File: config.mk
export PLATFORM = sky130hd
export DESIGN_NAME = ucnt_event16_flat
export DESIGN_NICKNAME = d
export VERILOG_FILES = /design/src/rtl/ucnt_event16_if.sv /design/src/rtl/ucnt_event16.sv /design/src/flat_wrapper.sv
export SDC_FILE = /design/constraint.sdc
export NUM_CORES = 1
export LEC_CHECK = 0
export CAP_MARGIN = 20
export CORE_ASPECT_RATIO = 1.4
export CORE_MARGIN = 8
export CORE_UTILIZATION = 33
export CTS_CLUSTER_DIAMETER = 80
export CTS_CLUSTER_SIZE = 20
export DETAILED_ROUTE_END_ITERATION = 8
export PLACE_DENSITY_LB_ADDON = 0.15
export SETUP_SLACK_MARGIN = 0.3
export SLEW_MARGIN = 20
export SYNTH_ARGS = -nofsm -noshare
export SYNTH_HDL_FRONTEND = slang
export SYNTH_SLANG_ARGS = --single-unit
File: constraint.sdc
create_clock -name clk -period 3.9 [get_ports clk]
set_input_delay 0.78 -clock clk [delete_from_list [all_inputs] [get_ports clk]]
set_output_delay 0.78 -clock clk [all_outputs]
set_load 0.02 [all_outputs]
File: src/rtl/ucnt_event16_if.sv
// Event stream between ucnt_event16 and its consumer.
// The producer presents the FIFO head. The consumer answers with evt_ready.
interface ucnt_event16_if;
  logic        evt_valid;
  logic        evt_ready;
  logic [1:0]  evt_type;
  logic [15:0] evt_data;

  modport master (
    output evt_valid,
    output evt_type,
    output evt_data,
    input  evt_ready
  );

  modport slave (
    input  evt_valid,
    input  evt_type,
    input  evt_data,
    output evt_ready
  );
endinterface

File: src/rtl/ucnt_event16.sv
// Event detector for a 16-bit counter. It detects overflow, compare-match and capture edges.
// Detected events go into a 4-deep FIFO, and lost events are counted in drop_cnt.
module ucnt_event16 (
  input  logic                   clk,
  input  logic                   _areset,
  input  logic [15:0]            dcount_top,
  input  logic                   overflow,
  input  logic [15:0]            cmp_val,
  input  logic                   cmp_en,
  input  logic                   _cap,
  ucnt_event16_if.master         evt,
  output logic                   match,
  output logic [7:0]             drop_cnt
);

  localparam logic [1:0] TYPE_MATCH = 2'b01;
  localparam logic [1:0] TYPE_OVF   = 2'b10;
  localparam logic [1:0] TYPE_CAP   = 2'b11;

  logic        prev_ovf;
  logic        prev_eq;
  logic        prev_cap;
  logic        eq_term;
  logic        ovf_evt;
  logic        match_evt;
  logic        cap_evt;
  logic        push_req;
  logic [1:0]  push_type;
  logic [1:0]  n_evt;
  logic [1:0]  sim_drop;
  logic        fifo_drop;
  logic [1:0]  drop_inc;
  logic [8:0]  drop_sum;

  logic [17:0] fifo_mem [4];
  logic [1:0]  wr_ptr;
  logic [1:0]  rd_ptr;
  logic [2:0]  count;
  logic        full;
  logic        pop;
  logic        push;

  // prev_eq resets to 1 so a count already equal to cmp_val after reset is not reported as a match
  always_ff @(posedge clk or negedge _areset) begin
    if (!_areset) begin
      prev_ovf <= 1'b0;
      prev_eq  <= 1'b1;
      prev_cap <= 1'b1;
      match    <= 1'b0;
    end else begin
      prev_ovf <= overflow;
      prev_eq  <= eq_term;
      prev_cap <= _cap;
      match    <= match_evt;
    end
  end

  always_comb begin
    eq_term   = cmp_en && (dcount_top == cmp_val);
    ovf_evt   = overflow && !prev_ovf;
    match_evt = eq_term && !prev_eq;
    cap_evt   = !_cap && prev_cap;
    push_req  = ovf_evt || match_evt || cap_evt;
    push_type = 2'b00;
    if (ovf_evt)        push_type = TYPE_OVF;
    else if (match_evt) push_type = TYPE_MATCH;
    else if (cap_evt)   push_type = TYPE_CAP;
    n_evt     = {1'b0, ovf_evt} + {1'b0, match_evt} + {1'b0, cap_evt};
    sim_drop  = (n_evt == 2'd0) ? 2'd0 : n_evt - 2'd1;
  end

  // A full FIFO can still accept a push when it pops on the same edge
  always_comb begin
    full      = (count == 3'd4);
    pop       = evt.evt_valid && evt.evt_ready;
    push      = push_req && (!full || pop);
    fifo_drop = push_req && !push;
    drop_inc  = sim_drop + {1'b0, fifo_drop};
    drop_sum  = {1'b0, drop_cnt} + {7'b0, drop_inc};
  end

  always_ff @(posedge clk or negedge _areset) begin
    if (!_areset) begin
      wr_ptr   <= 2'd0;
      rd_ptr   <= 2'd0;
      count    <= 3'd0;
      drop_cnt <= 8'd0;
    end else begin
      if (push) wr_ptr <= wr_ptr + 2'd1;
      if (pop)  rd_ptr <= rd_ptr + 2'd1;
      if (push && !pop)      count <= count + 3'd1;
      else if (pop && !push) count <= count - 3'd1;
      drop_cnt <= drop_sum[8] ? 8'hFF : drop_sum[7:0];
    end
  end

  always_ff @(posedge clk) begin
    if (push) fifo_mem[wr_ptr] <= {push_type, dcount_top};
  end

  // Head outputs are forced to zero while empty so that reset clears them immediately
  always_comb begin
    evt.evt_valid = (count != 3'd0);
    evt.evt_type  = 2'b00;
    evt.evt_data  = 16'h0000;
    if (evt.evt_valid) begin
      evt.evt_type = fifo_mem[rd_ptr][17:16];
      evt.evt_data = fifo_mem[rd_ptr][15:0];
    end
  end

endmodule

File: src/flat_wrapper.sv
// flat-port wrapper written by rule: the top's interface ports become plain ports
module ucnt_event16_flat 
  (clk, _areset, dcount_top, overflow, cmp_val, cmp_en, _cap, match, drop_cnt, evt_evt_valid, evt_evt_type, evt_evt_data, evt_evt_ready);
  ucnt_event16_if evt_i ();
  input  logic clk;
  input  logic _areset;
  input  logic [15:0] dcount_top;
  input  logic overflow;
  input  logic [15:0] cmp_val;
  input  logic cmp_en;
  input  logic _cap;
  output logic match;
  output logic [7:0] drop_cnt;
  output wire logic [$bits(evt_i.evt_valid)-1:0] evt_evt_valid;
  output wire logic [$bits(evt_i.evt_type)-1:0] evt_evt_type;
  output wire logic [$bits(evt_i.evt_data)-1:0] evt_evt_data;
  input wire logic [$bits(evt_i.evt_ready)-1:0] evt_evt_ready;
  assign evt_evt_valid = evt_i.evt_valid;
  assign evt_evt_type = evt_i.evt_type;
  assign evt_evt_data = evt_i.evt_data;
  assign evt_i.evt_ready = evt_evt_ready;
  ucnt_event16 u_core (.clk(clk), ._areset(_areset), .dcount_top(dcount_top), .overflow(overflow), .cmp_val(cmp_val), .cmp_en(cmp_en), ._cap(_cap), .evt(evt_i), .match(match), .drop_cnt(drop_cnt));
endmodule
==> out/metrics.cfg, run 1 <==
[synth]
fraction_of_the_yosys_area_taken_by_sequential_cells_pct=66.9
yosys_register_bits=91
synth.top_cells.by_area=edfxtp_1 (55%), dfrtp_1 (11%), mux4_2 (10%)
syn_std_cell_area_mm2=0.00394
asyncSetResetFlopFracSynth_pct=20.9
netlist.top_cell.by_area=edfxtp_1
synth_top_area_share_pct=54.8
number_of_enable_type_register_cells_in_the_synthesized_netlist=72
mappedNetlistNets=280
synth.cells.most_frequent=edfxtp_1 (72), and2_1 (18), mux4_2 (18)
synth_cell_types=38
syn-mean-instance-area_um2=17.1
dominant_register_cell_in_the_synthesized_netlist=edfxtp_1
synth-warning-count=0
yosysMostFrequentCell=edfxtp_1
synthesis.instances=231

[clock_network]
cts_buffers=9
cts.sink_count=91
ctsLongestPathBuffers=2
cts-htree-levels=3
clockRootBuffer=clkbuf_16
clkSlewWorstSetupHoldPaths_ps=60
holdBufCountCts=0
tritoncts=yes
worstSkewPairLatency_ps=340

[timing]
timing.final.setup_violations=0
worst_slew_margin_relative_to_its_limit_pct=39.6
worst_clock_skew_ps=7.63
fin_hold_ws_ps=482
finalHoldViolCount=0
worst_pin_slew_ps=904
max_freq_mhz=290
finalCriticalPeriod_ps=3450
fin_setup_tns_ps=0
setup_repair_after_global_routing_missed_its_margin=false
post-route-worst-setup-slack_ps=450
timing.final.crit_share_pct=88.5
timing_max_transition_violations_final=0

[detailed_routing]
drt_pre_antenna_iters=4
met2_wirelength_um=4730
route.detailed.drc=0
met3_wirelength_um=448
detail_route.wl_per_cell_um=18.0
detailroute.via_count=2238
antenna_violating_nets_post_route=0
top_layer=met4
drt_first_iter_violations=51
wl_met1_um=3430
vias_per_cell=4.60
finalWirelength_um=8750

[global_routing]
globalRouteOverflowTotal=0
grt_max_degree=22
first_global_vias=2546
grt.total_usage_pct=11.9
grt_pass1_wl_um=14000
antenna_found_initial=1

[finish]
fin_area_mm2=0.00540
synthToLayoutAreaGrowth_pct=36.9
fillers=1063
layout-drive-gt1-share_pct=35.1
seq_area_mm2=0.00264
final_net_count=384
multi_input_comb_area_mm2=0.00140

[placed_design]
place_hpwl_um=6190
pre_cts_slack_ps=-545
placement.io_buffers=65
final_weighted_congestion_of_routability_driven_global_placement=0.699
placement_stage_cell_area_mm2=0.00498

[run_status]
run_status=completed

[floorplan]
floorplan.die_area_mm2=0.0158
floorplan.io_pins=66
placement_rows=47
initial_core_util_pct=33.5
core_area_mm2=0.0118
die_w_um=108
die_h_um=145

[critical_path]
critPathArrivalTime_ps=3670
critical_path_required_ps=4120
cp-start-kind=primary input
worstSetupPathType=primary input to register
crit_path_max_fanout=5
crit_path_capture_type=register

[power]
power_per_cell_area_mw_per_mm2=672
post-layout-total-power_uw=3630
vdd_drop_max_v=0.000285
power.leakage_uw=0.00205

[job]
cap_violations=0

[min_path]
hold_path_class=register to register

## stage by stage
stage | cells | utilization, %
after floorplan | 231 | -
after global placement | 467 | 42.4
after detailed placement | 467 | 42.4
after CTS | 485 | 45.5
after global routing | 486 | 45.9
final | 487 | 45.9
## cells by family (layout without fill, tap and decap cells)
| family | Yosys count | count (layout) | synth area share, % |
|---|---|---|---|
| flip-flops | 91 | 91 | 66.9 |
| AND/OR/NAND/NOR | 58 | 58 | 9.04 |
| XOR/XNOR | 23 | 23 | 5.11 |
| multiplexers | 20 | 20 | 10.9 |
| buffers and inverters | 17 | 125 | 1.75 |
| adder cells (fa/ha/maj) | 11 | 11 | 4.06 |
| AO/OA/AOI/OAI | 11 | 11 | 2.16 |
| other | 0 | 1 | 0 |
## final timing paths
| kind | from | endpoint | slack [ps] | depth (start not counted) |
|---|---|---|---|---|
| max reg2reg | u_core.prev_eq | u_core.drop_cnt[7] | 1200 | 10 |
| max | dcount_top[5] | u_core.drop_cnt[7] | 450 | 14 |
| min reg2reg | u_core.count[2] | u_core.count[2] | 480 | 1 |
| min in group asynchronous | _areset | u_core.drop_cnt[2] | 950 | 1 |
| max in group asynchronous | _areset | u_core.count[0] | 2390 | 1 |
| min | u_core.count[2] | u_core.count[2] | 480 | 1 |
## sequential cells by signal, indices dropped and copies added, names as in the netlist
name	count
u_core.count	3
u_core.drop_cnt	8
u_core.fifo_mem	72
u_core.match	1
u_core.prev_cap	1
u_core.prev_eq	1
u_core.prev_ovf	1
u_core.rd_ptr	2
u_core.wr_ptr	2
## layer usage
layer,track usage (%),up-vias
li1,-,1066
met4,5.15,0
met5,0,-
met1,13.1,1111
met2,20.7,49
met3,3.19,12
## power breakdown
| group | switching, uW | internal, uW | total (uW) |
|---|---|---|---|
| sequential | 126 | 1260 | 1390 |
| combinational | 665 | 733 | 1400 |
| clock | 352 | 494 | 845 |
| total | 1140 | 2490 | 3630 |
## layout by cell type (no fill, tap or decap), types with 2 or more instances in the layout
cell type and n:
nand2_1 6, nor2b_1 2, inv_1 9, dlygate4sd2_1 6, inv_2 2, buf_4 35, dlymetal6s2s_1 4, clkbuf_2 11
dfstp_2 2, clkbuf_16 9, edfxtp_1 72, xnor2_2 3, and2_1 18, xor2_1 6, dfrtp_1 17, clkdlybuf4s50_1 32
nor2b_2 4, clkdlybuf4s15_1 6, and3_4 2, nand3_4 2, ha_4 2, a21oi_1 3, ha_1 6, buf_2 3
xnor2_1 10, fa_1 2, xor2_2 3, nand2b_1 3, clkinv_4 3, nand3b_1 2, nand3_1 3, nor3_2 3
nor2_1 4, mux4_2 18
## worst max-delay path, cell delays in order
cell      delay, ps
clkbuf_2        100
inv_1            60
a222oi_1        470
and3_4          280
nand3b_1        120
inv_2           100
fa_1            430
nor2b_2         180
ha_4            220
ha_4            160
fa_2            340
and3_4          230
nor3_2          150
a21oi_1          60
## what timing repair did
action	4_1_cts	5_1_grt
setup endpoints to repair	8	8
resized for setup	69	40
pin swaps	17	16
buffers inserted	3	1
cloned	0	0
## final cells by class
| type | instances | area share (%) |
|---|---|---|
| antenna | 1 | 0.0463 |
| clock inverter | 6 | 1.25 |
| clock buffer | 9 | 4.17 |
| inverter | 11 | 0.765 |
| tap | 147 | 3.41 |
| sequential | 91 | 48.9 |
| timing repair buffer | 99 | 15.5 |
| multi-input combinational | 123 | 25.9 |
Power figures use the tool's default switching activity.
==> run 2: changes to the inputs <==
--- a/config.mk
+++ b/config.mk
@@ -18,3 +18,4 @@
 export SYNTH_ARGS = -nofsm -noshare
 export SYNTH_HDL_FRONTEND = slang
 export SYNTH_SLANG_ARGS = --single-unit
+export TNS_END_PERCENT = 50
==> results of run 2 <==
No change in the layout: final DEF, timing and power equal those of run 1.
